File: src/rtl/op_sum_acc.sv
// op_sum_acc: two-stage valid/ready arithmetic pipeline for the RR2 region.
// Stage 1 holds the operands and mode. Stage 2 holds the computed result.
// ADD and SUB are stateless. ACC and CLR_ACC update a persistent accumulator
// and a sticky overflow flag at the moment a transaction moves from S1 to S2.
module op_sum_acc #(
   parameter int WIDTH     = 4,
   parameter int ACC_WIDTH = 8
) (
   input  logic                 clk,
   input  logic                 rst_n,
   input  logic                 in_valid,
   output logic                 in_ready,
   input  logic [1:0]           mode,
   input  logic [WIDTH-1:0]     dataa,
   input  logic [WIDTH-1:0]     datab,
   output logic                 out_valid,
   input  logic                 out_ready,
   output logic [ACC_WIDTH-1:0] result,
   output logic                 acc_ovf
);

   typedef enum logic [1:0] {
      MODE_ADD = 2'b00,
      MODE_SUB = 2'b01,
      MODE_ACC = 2'b10,
      MODE_CLR = 2'b11
   } mode_e;

   // Operand sum, zero-extended from WIDTH+1 bits to the result width.
   function automatic logic [ACC_WIDTH-1:0] f_sum_ext(input logic [WIDTH-1:0] a,
                                                       input logic [WIDTH-1:0] b);
      logic [WIDTH:0] s;
      s = {1'b0, a} + {1'b0, b};
      return {{(ACC_WIDTH-WIDTH-1){1'b0}}, s};
   endfunction

   // Operand difference as a WIDTH+1 bit two's-complement value, sign-extended.
   function automatic logic [ACC_WIDTH-1:0] f_diff_ext(input logic [WIDTH-1:0] a,
                                                        input logic [WIDTH-1:0] b);
      logic signed [WIDTH:0] d;
      d = $signed({1'b0, a}) - $signed({1'b0, b});
      return {{(ACC_WIDTH-WIDTH-1){d[WIDTH]}}, d};
   endfunction

   // Accumulator addition with the carry-out kept in the top bit.
   function automatic logic [ACC_WIDTH:0] f_acc_add(input logic [ACC_WIDTH-1:0] acc,
                                                    input logic [ACC_WIDTH-1:0] addend);
      return {1'b0, acc} + {1'b0, addend};
   endfunction

   logic                 s1_valid_q, s1_valid_d;
   logic [WIDTH-1:0]     s1_a_q, s1_a_d;
   logic [WIDTH-1:0]     s1_b_q, s1_b_d;
   mode_e                s1_mode_q, s1_mode_d;

   logic                 s2_valid_q, s2_valid_d;
   logic [ACC_WIDTH-1:0] result_q, result_d;
   logic [ACC_WIDTH-1:0] acc_q, acc_d;
   logic                 acc_ovf_q, acc_ovf_d;

   logic                 s2_load;
   logic                 s1_load;
   logic                 s1_move;
   logic [ACC_WIDTH-1:0] sum_ext;
   logic [ACC_WIDTH:0]   acc_sum;

   // Stall control: a stage loads when it is empty or the stage after it drains.
   always_comb begin
      s2_load = !s2_valid_q || out_ready;
      s1_load = !s1_valid_q || s2_load;
      s1_move = s1_valid_q && s2_load;
   end

   assign in_ready  = s1_load;
   assign out_valid = s2_valid_q;
   assign result    = result_q;
   assign acc_ovf   = acc_ovf_q;

   // S1 next state: capture a new transaction whenever the stage can load.
   always_comb begin
      s1_valid_d = s1_valid_q;
      s1_a_d     = s1_a_q;
      s1_b_d     = s1_b_q;
      s1_mode_d  = s1_mode_q;
      if (s1_load) begin
         s1_valid_d = in_valid;
         if (in_valid) begin
            s1_a_d    = dataa;
            s1_b_d    = datab;
            s1_mode_d = mode_e'(mode);
         end
      end
   end

   // S2 next state: compute the result and update the accumulator on the S1->S2 move.
   always_comb begin
      s2_valid_d = s2_valid_q;
      result_d   = result_q;
      acc_d      = acc_q;
      acc_ovf_d  = acc_ovf_q;
      sum_ext    = f_sum_ext(s1_a_q, s1_b_q);
      acc_sum    = f_acc_add(acc_q, sum_ext);
      if (s2_load) begin
         s2_valid_d = s1_valid_q;
      end
      if (s1_move) begin
         case (s1_mode_q)
            MODE_ADD: result_d = sum_ext;
            MODE_SUB: result_d = f_diff_ext(s1_a_q, s1_b_q);
            MODE_ACC: begin
               acc_d    = acc_sum[ACC_WIDTH-1:0];
               result_d = acc_sum[ACC_WIDTH-1:0];
               if (acc_sum[ACC_WIDTH]) begin
                  acc_ovf_d = 1'b1;
               end
            end
            MODE_CLR: begin
               acc_d     = sum_ext;
               result_d  = sum_ext;
               acc_ovf_d = 1'b0;
            end
            default: result_d = result_q;
         endcase
      end
   end

   // Pipeline and accumulator registers; reset empties both stages and clears all state.
   always_ff @(posedge clk or negedge rst_n) begin
      if (!rst_n) begin
         s1_valid_q <= 1'b0;
         s1_a_q     <= '0;
         s1_b_q     <= '0;
         s1_mode_q  <= MODE_ADD;
         s2_valid_q <= 1'b0;
         result_q   <= '0;
         acc_q      <= '0;
         acc_ovf_q  <= 1'b0;
      end else begin
         s1_valid_q <= s1_valid_d;
         s1_a_q     <= s1_a_d;
         s1_b_q     <= s1_b_d;
         s1_mode_q  <= s1_mode_d;
         s2_valid_q <= s2_valid_d;
         result_q   <= result_d;
         acc_q      <= acc_d;
         acc_ovf_q  <= acc_ovf_d;
      end
   end

endmodule

File: config.mk
export PLATFORM = sky130hd
export DESIGN_NAME = op_sum_acc
export DESIGN_NICKNAME = d
export VERILOG_FILES = /design/src/rtl/op_sum_acc.sv
export SDC_FILE = /design/constraint.sdc
export NUM_CORES = 1
export LEC_CHECK = 0
export BUFFER_PORTS_ARGS = -buffer_cell sky130_fd_sc_hd__buf_4
export CORE_UTILIZATION = 35
export CTS_BUF_LIST = sky130_fd_sc_hd__clkbuf_16
export CTS_CLUSTER_DIAMETER = 150
export DETAILED_ROUTE_END_ITERATION = 16
export PLACE_DENSITY = 0.53
export REMOVE_ABC_BUFFERS = 1
export SLEW_MARGIN = 20
export SYNTH_ARGS = -nofsm -noshare
export SYNTH_HDL_FRONTEND = slang
export SYNTH_SLANG_ARGS = --single-unit
File: constraint.sdc
create_clock -name clk -period 2.6 [get_ports clk]
set_clock_uncertainty 0.1 [all_clocks]
set_input_delay 0.39 -clock clk [delete_from_list [all_inputs] [get_ports clk]]
set_output_delay 0.39 -clock clk [all_outputs]
set_load 0.02 [all_outputs]
Yosys cells after proc, flatten, opt, wreduce, memory -nomap -nowiden. Index checks and enable logic that the tools add are counted.

Bits in registers: 29. Bits of input ports: 14. Output and inout bits: 11. Logic and storage cells: 30.

Add/subtract/negate cells: 3. Equality and inequality tests: 4. Multiplexer cells: 4. Reduce and logical (&&, ||, !) cells: 11.

Operators with widths (number): $pmux 8 s3 (1); $pmux 8 s2 (1); $add 8x5->9 (1); $add 4x4->5 (1); $sub 4x4->5 (1); $eq 2x2->1 const B (2); $reduce_and 2->1 (2); $reduce_and 3->1 (1); $eq 2x1->1 const B (1); $logic_not 1->1 (2); $logic_not 2->1 (1); $logic_or 1x1->1 (2); $ne 2x2->1 const B (1); $pmux 1 s2 (1); $reduce_bool 2->1 (1); $reduce_or 2->1 (1); $logic_and 1x1->1 (1); $mux 1 (1).

Depth between registers and ports, before layout. Gate-level depths: netlist (run 1).

Depth after elaboration: 4. Mapped depth: 12. Depth with buffers taken out: 11.

Least setup slack after synthesis (run 1). OpenSTA, ideal clock, no wires.

Kind: flip-flop to flip-flop. Start point: reg s1_a_q[0]. End point: reg acc_ovf_q, in the netlist acc_ovf. Setup time: 0.077 ns. Arrival: 2.557 ns. Path slack: -0.135 ns. Stages on the path, launching flop included: 10. Buffers on the path: 0. Period minus slack after synthesis: 2.735 ns. Path through: dfrtp_1 -> ha_1 -> fa_1 -> inv_1 -> fa_1 -> nor2b_4 -> o31a_4 -> o21ai_4 -> or4_1 -> a21oi_1.

Word-level cells in the longest chain between the ends: 4.

RTL lines: start: declaration (RTL line 52) `logic [WIDTH-1:0] s1_a_q, s1_a_d;`; start signal: assignment (RTL line 131) `s1_a_q <= '0;`; start signal: assignment (RTL line 140) `s1_a_q <= s1_a_d;`; $add 4x4->5 (RTL line 33) `s = {1'b0, a} + {1'b0, b};`; $add 8x5->9 (RTL line 48) `return {1'b0, acc} + {1'b0, addend};`; $ne 2x2->1 (no source line); $reduce_and 3->1 (no source line); end signal: assignment (RTL line 146) `acc_ovf_q <= acc_ovf_d;`; end: declaration (RTL line 59) `logic acc_ovf_q, acc_ovf_d;`.

No other way between the ends. A chain may end at the register's enable or synchronous reset.

Worst setup path in the final report (run 1).
Start point: reg s1_b_q[0]. End point: reg acc_ovf_q, in the netlist acc_ovf.

Word-level cells in the longest chain between the ends: 4.

RTL lines: start: declaration (RTL line 53) `logic [WIDTH-1:0] s1_b_q, s1_b_d;`; start signal: assignment (RTL line 132) `s1_b_q <= '0;`; start signal: assignment (RTL line 141) `s1_b_q <= s1_b_d;`; $add 4x4->5 (RTL line 33); $add 8x5->9 (RTL line 48); $ne 2x2->1 (no source line); $reduce_and 3->1 (no source line).

No other way between the ends.

==> metrics.md, run 1 <==
| Metric | Value |
|---|---|
| Post-layout util | 51.8% |
| Final min period | 2.66 ns |
| Final RePlAce weighted congestion | just over 0.8 |
| Worst Setup End Kind | register |
| Hpwl dp | 3130 um |
| Mapped Cells | ~180 |
| Clk sinks | 29 |
| Die height | 75.2 um |
| Worst Hold End | s1_valid_q |
| IO Count | 25 |
| Iter 0 DRT Violations | 59 |
| Largest net degree at the start of global routing | 30 |
| Max-Slew Margin vs Limit | a little under three fifths |
| Unrepaired setup endpoints after global routing | yes |
| F_max | approximately 380 MHz |
| Max Root-Sink Buffers | 2 |
| CTS root buf | clkbuf_16 |
| VDD IR-drop max | 0.421 mV |
| Placed inst area | 2310 um^2 |
| Critical path peak fanout | 3 |
| First-pass GRT wire length | 7180 um |
| Final Power | 3.10 mW |
| Clock Latency Late Sink | between 0.2 and 0.3 ns |
| DRT Pass-1 Iters | 4 |
| Final critical-path share of the clock period | 102% |
| Seq/Total Area, Yosys | 38.7% |
| PwrDens | 1160 nW/um^2 |
| Std cell rows | 26 |
| R2r endpoint | acc_ovf |
| Hold_sp | in_valid |
| Clock slew at reported path FFs | roughly 0.050 ns |
| Setup crit start kind | register |
| Final setup viols | 3 |
| Synth warn | 0 |
| IO buf count | 24 |
| Ant diodes | 0 |
| Placeable Area | 5140 um^2 |
| Synth-to-layout area growth | 42.1% |
| Drt total wl | 4460 um |
| Post-layout nets | between 200 and 300 |
| Failing checks | negative setup slack |
| Max Slew Vio Count | 0 |
| Detail Route Antenna Nets | 0 |
| Max cap viols | 0 |
| Final hold vios | 0 |
| Htree depth | 2 |
| Die Span X | roughly 75 um |
| Share of layout cells above drive strength 1 | between 40% and 50% |
| Remaining DRCs | 0 |
| Min-delay worst type | in2reg |
| DR vias/cell | 5.03 |
| Worst reg-to-reg path cell count | 10 |
| Worst Max-Slew Pin Slew | 0.648 ns |
| Reg-to-Reg Start | s1_b_q[0] |
| Critical path data arrival time | 2.76 ns |
| Starting Density | 36.5% |
| Hold path cells | 2 |
| Remaining global-route overflow | 0 |
| Avg WL per Cell | 14.4 um |
| CP Data Required Time | 2.70 ns |
| Post-Syn Area per Cell | 10.3 um^2 |
| Die ar. | 5660 um^2 |
| Run status | complete, but fails checks |
| CTS Buf Count | 5 |
| GR Util All Layers | 17.5% |
| Final Instance Area | approximately 2700 um^2 |
| Via count | 1,555 |
| R2R setup slack | -0.06 ns |
| Critical path class | reg2reg |
| Yosys cell types | 45 |
| Initial antenna violation count | 0 |
| CTS tree | built |
| Setup ws final | -0.0570 ns |
| Synth Cell Area | roughly 1900 um^2 |
| Static leakage | 1.21 nW |
| #FFs+latches synth | 29 |
| Vias in the first global route | 1,550 |
==> placed cells by master, fill, tap and decap left out, types with 3 or more instances in the layout <==
cell type and instances:
mux2_2 10, a22oi_1 3, o21ai_0 8, ha_1 9
dfrtp_1 28, nand2_1 17, nor2_1 11, a21oi_1 9
inv_1 14, buf_4 52, clkbuf_16 5, a221o_1 3
ha_4 5, xnor2_1 5, nand2b_1 4
==> critical path: stages, from the launching register on <==
cell,delay [ns]
dfrtp_1,0.38
ha_2,0.20
fa_2,0.37
a21oi_1,0.15
o21bai_1,0.11
ha_1,0.33
o21a_1,0.14
o31a_4,0.16
o21ai_4,0.06
or4_1,0.43
a21oi_2,0.15
==> report_power, final <==
part | total, mW | internal [mW] | switching [mW] | leakage, nW
sequential | 0.707 | 0.583 | 0.124 | 0.348
combinational | 1.75 | 0.920 | 0.828 | 0.783
clock | 0.647 | 0.444 | 0.203 | 0.0826
total | 3.10 | 1.95 | 1.15 | 1.21
==> what timing repair did <==
item	4_1_cts	5_1_grt
hold endpoints to repair	29	0
endpoints found under the setup margin	10	11
setup buffers	3	1
gates cloned	0	0
pin swaps	20	19
hold buffers	1	0
gates resized for setup	12	14
==> logic make-up after synthesis <==
| group | Yosys count | synth area share, % |
|---|---|---|
| compound gates | 52 | 21.5 |
| buf+inv | 20 | 4.20 |
| fa+ha+maj | 19 | 13.9 |
| mux | 12 | 7.07 |
| xor+xnor | 8 | 3.74 |
| simple gates | 42 | 10.9 |
| flops | 29 | 38.7 |
==> layer usage <==
| metal | vias to the layer above | GRT usage [%] | part of all wire [%] |
|---|---|---|---|
| met2 | 23 | 30.6 | 52 |
| met3 | 6 | 3.61 | 2.4 |
| met4 | 0 | 7.00 | 1.4 |
| li1 | 763 | - | - |
| met1 | 763 | 21.0 | 44 |
| met5 | - | 0 | 0 |
==> synth_stat cells, drive strengths merged <==
library cell	instances	share of area, %
o2111ai	1	0.80
o21bai	2	1.0
a221oi	2	1.3
o21ba	1	0.53
xor2	1	0.47
o21ai	13	4.1
nand2b	4	1.3
nor3	1	0.27
or4	2	0.80
nor2b	3	1.4
mux2i	2	1.1
o41ai	2	0.93
ha	16	11
a22oi	3	1.2
o221ai	1	0.47
a21oi	11	3.1
fa	3	3.2
buf	1	0.40
o211ai	2	0.80
dfrtp	29	39
and2	1	0.33
a221o	3	1.6
nor2	12	2.4
o31a	1	0.93
o31ai	2	0.80
nand2	17	3.4
xnor2	7	3.3
clkbuf	5	1.0
mux2	10	6.0
a211oi	2	1.5
inv	14	2.8
nand3b	1	0.40
o311ai	1	0.47
o21a	2	0.80
and4b	1	0.53
a2bb2oi	1	0.47
a21o	2	0.80
==> final cells by class <==
class	instances	area, um^2
Fill cell	489	2470
Clock inverter	3	37.5
Sequential cell	29	727
Timing Repair Buffer	55	423
Clock buffer	5	125
Inverter	14	55.1
Tap cell	70	87.6
Multi-Input combinational cell	133	1210
==> metrics by stage <==
step           worst slack [ns]  instances  TNS, ns  hold slack (ns)
2_1_floorplan            -0.135        176   -0.320         -0.00559
3_3_place_gp             -0.151        296   -0.675            0.240
3_5_place_dp             -0.197        296    -1.22            0.251
4_1_cts                 -0.0931        308   -0.213            0.210
5_1_grt                  -0.162        309   -0.945            0.208
6_report                -0.0570        309   -0.150            0.211
==> how the worst max path moves through the flow <==
stage                         start   endpoint  slack (ns)  cells after the start
after floorplan           s1_a_q[0]    acc_ovf       -0.13                      9
after global placement    s1_a_q[1]  result[5]       -0.15                     10
after detailed placement  s1_a_q[0]  result[5]       -0.20                      9
after CTS                 s1_a_q[1]  result[6]       -0.09                     10
after global routing      s1_a_q[2]  result[6]       -0.16                     10
final                     s1_b_q[0]    acc_ovf       -0.06                     10
==> state kept, by name, indices dropped and copies added, names as in the netlist <==
signal and cells:
result 8, s1_mode_q 2, acc_ovf 1, s1_b_q 4, out_valid 1, s1_valid_q 1
s1_a_q 4, acc_q 8
Note: power is estimated with default switching activity, not from simulation.
==> run 2: changes to the inputs <==
--- a/config.mk
+++ b/config.mk
@@ -10,7 +10,8 @@
 export CTS_BUF_LIST = sky130_fd_sc_hd__clkbuf_16
 export CTS_CLUSTER_DIAMETER = 150
 export DETAILED_ROUTE_END_ITERATION = 16
-export PLACE_DENSITY = 0.53
+export HOLD_SLACK_MARGIN = 0.05
+export PLACE_DENSITY_LB_ADDON = 0.25
 export REMOVE_ABC_BUFFERS = 1
 export SLEW_MARGIN = 20
 export SYNTH_ARGS = -nofsm -noshare
==> constraint.sdc (replaced) <==
create_clock -name clk -period 2.6 [get_ports clk]
set_clock_uncertainty 0.1 [all_clocks]
set_input_delay 0.39 -clock clk [delete_from_list [all_inputs] [get_ports clk]]
set_output_delay 0.39 -clock clk [all_outputs]
set_load 0.1 [all_outputs]
==> metrics.md, run 2 (synthesis results as in run 1) <==
| Metric | Value |
|---|---|
| Run status | complete, but fails checks |
| Failing checks | negative setup slack |
| CP most frequent cell | ha_4 |
| Via count | 1,523 |
| Non-Filler Instances | about 310 |
| Remaining DRCs | 0 |
| CP top delay family | compound AO/OA/AOI/OAI gates |
| Clock Latency Late Sink | 0.28 ns |
| DR vias/cell | 4.93 |
| Final critical-path share of the clock period | 104% |
| CTS Buf Count | 5 |
| Hold path cells | 2 |
| Die Span X | 75.2 um |
| Max Slew Vio Count | 0 |
| Final hold vios | 0 |
| Drt total wl | about 4300 um |
| Hold Slack | 0.212 ns |
| Remaining global-route overflow | 0 |
| Cell Chain, Critical Path | ha_4 > nor2_4 > a221oi_4 > xor2_2 > ha_4 > o21a_1 > o31a_4 > o21ai_4 > xnor2_1 > a221o_1 |
| Reg-to-Reg Start | s1_a_q[1] |
| Hpwl dp | 2910 um |
| Post-layout nets | 271 |
| Max Root-Sink Buffers | 2 |
| Unrepaired setup endpoints after global routing | yes |
| CP Data Required Time | 2.66 ns |
| Detail Route Antenna Nets | 0 |
| Setup ws final | -0.0985 ns |
| Placeable Area | 5140 um^2 |
| Fillers | 483 |
| Static leakage | 1.21 nW |
| Worst Max-Slew Pin Slew | ~0.64 ns |
| Critical path class | reg2reg |
| IO buf count | 24 |
| Worst Setup End Kind | register |
| Clock slew at reported path FFs | 0.05 ns |
| Most frequent cells in the layout | buf_4 (51), dfrtp_1 (28), nand2_1 (17) |
| R2R setup slack | -0.1 ns |
| Max cap viols | 0 |
| Hold_sp | in_valid |
| Share of layout cells above drive strength 1 | 41.0% |
| Std cell rows | 26 |
| GR Util All Layers | 16.2% |
| Final RePlAce weighted congestion | roughly 0.83 |
| Vias in the first global route | roughly 1,400 |
| Htree depth | 2 |
| CTS root buf | clkbuf_16 |
| PwrDens | ~1300 nW/um^2 |
| Worst Hold End | s1_valid_q |
| Worst reg-to-reg path cell count | 10 |
| IO Count | 25 |
| Synth-to-layout area growth | 42.2% |
| Max-Slew Margin vs Limit | 57.1% |
| Die ar. | 5660 um^2 |
| Avg WL per Cell | 14.0 um |
| Commonest non-fill, non-tap cell in the layout | buf_4 |
| Largest net degree at the start of global routing | 30 |
| Iter 0 DRT Violations | 67 |
| First-pass GRT wire length | ~6700 um |
| Slowest cell on the critical path | dfrtp_2 |
| VDD IR-drop max | ~0.53 mV |
| DRT Pass-1 Iters | 4 |
| Die height | ~75 um |
| Starting Density | 36.5% |
| CP peak stage delay | 0.46 ns |
| CTS tree | built |
| F_max | 371 MHz |
| Clk sinks | 29 |
| Final min period | between 2 and 3 ns |
| Min-delay worst type | in2reg |
| Initial antenna violation count | 0 |
| Critical path peak fanout | 4 |
| Cell total after placement | just under 300 |
| Ant diodes | 0 |
| Setup crit start kind | register |
| R2r endpoint | result[6] |
| Post-layout util | approximately half |
| Final setup viols | 4 |
| Bufs and invs on worst path | 0 |
| Critical path data arrival time | 2.76 ns |
==> run 2: area by class of cell <==
type | count | area, um^2 | share of cell area [%]
Clock buffer | 5 | 125 | 4.69
Timing Repair Buffer | 55 | 435 | 16.3
Sequential cell | 29 | 727 | 27.3
Clock inverter | 3 | 37.5 | 1.41
Multi-Input combinational cell | 133 | 1200 | 45.0
Tap cell | 70 | 87.6 | 3.28
Inverter | 14 | 52.6 | 1.97
==> run 2: stage by stage <==
step / instance area, um^2 / power, mW / worst slack, ns / setup TNS [ns]
3_5_place_dp: 2300 / 2.46 / -0.189 / -0.917
3_3_place_gp: 2300 / 2.44 / -0.156 / -0.802
6_report: 2670 / 3.36 / -0.0985 / -0.238
2_1_floorplan: 1850 / 1.98 / -0.581 / -6.13
5_1_grt: 2670 / 3.57 / -0.204 / -1.41
4_1_cts: 2560 / 3.19 / -0.169 / -0.825
==> run 2: how the worst max path moves through the flow <==
stage | start | endpoint | cells past startpoint
after floorplan | out_valid | s1_a_q[0] | 3
final | s1_a_q[1] | result[6] | 10
after global routing | s1_a_q[1] | result[6] | 10
after global placement | s1_a_q[1] | result[6] | 10
after CTS | s1_a_q[1] | result[6] | 10
after detailed placement | s1_a_q[0] | acc_ovf | 9
==> run 2: layer usage <==
layer / vias to the layer above / global-route usage [%] / wire, um
met2: 33 / 27.9 / 2150
met5: - / 0 / 0
met3: 10 / 4.95 / 151
met1: 722 / 19.8 / 1920
met4: 0 / 4.32 / 97
li1: 758 / - / -
==> run 2: what timing repair did <==
item | 4_1_cts | 5_1_grt
hold buffers | 1 | 0
cloned | 0 | 0
pin swaps | 13 | 25
setup endpoints to repair | 10 | 13
resized for setup | 8 | 17
setup buffers | 5 | 1
endpoints found under the hold margin | 29 | 0
==> run 2: power by group <==
part	switching (mW)	internal, mW
combinational	1.14	0.872
clock	0.203	0.444
sequential	0.120	0.583
==> run 2: worst register-to-register path, delay by kind of cell (launching register included) <==
family | cells | cell delay [ns]
AOI/OAI and AO/OA | 5 | 1.07
adders and majority gates | 2 | 0.57
DFF | 1 | 0.46
xor gates and xnor gates | 2 | 0.35
and+or+nand+nor | 1 | 0.05
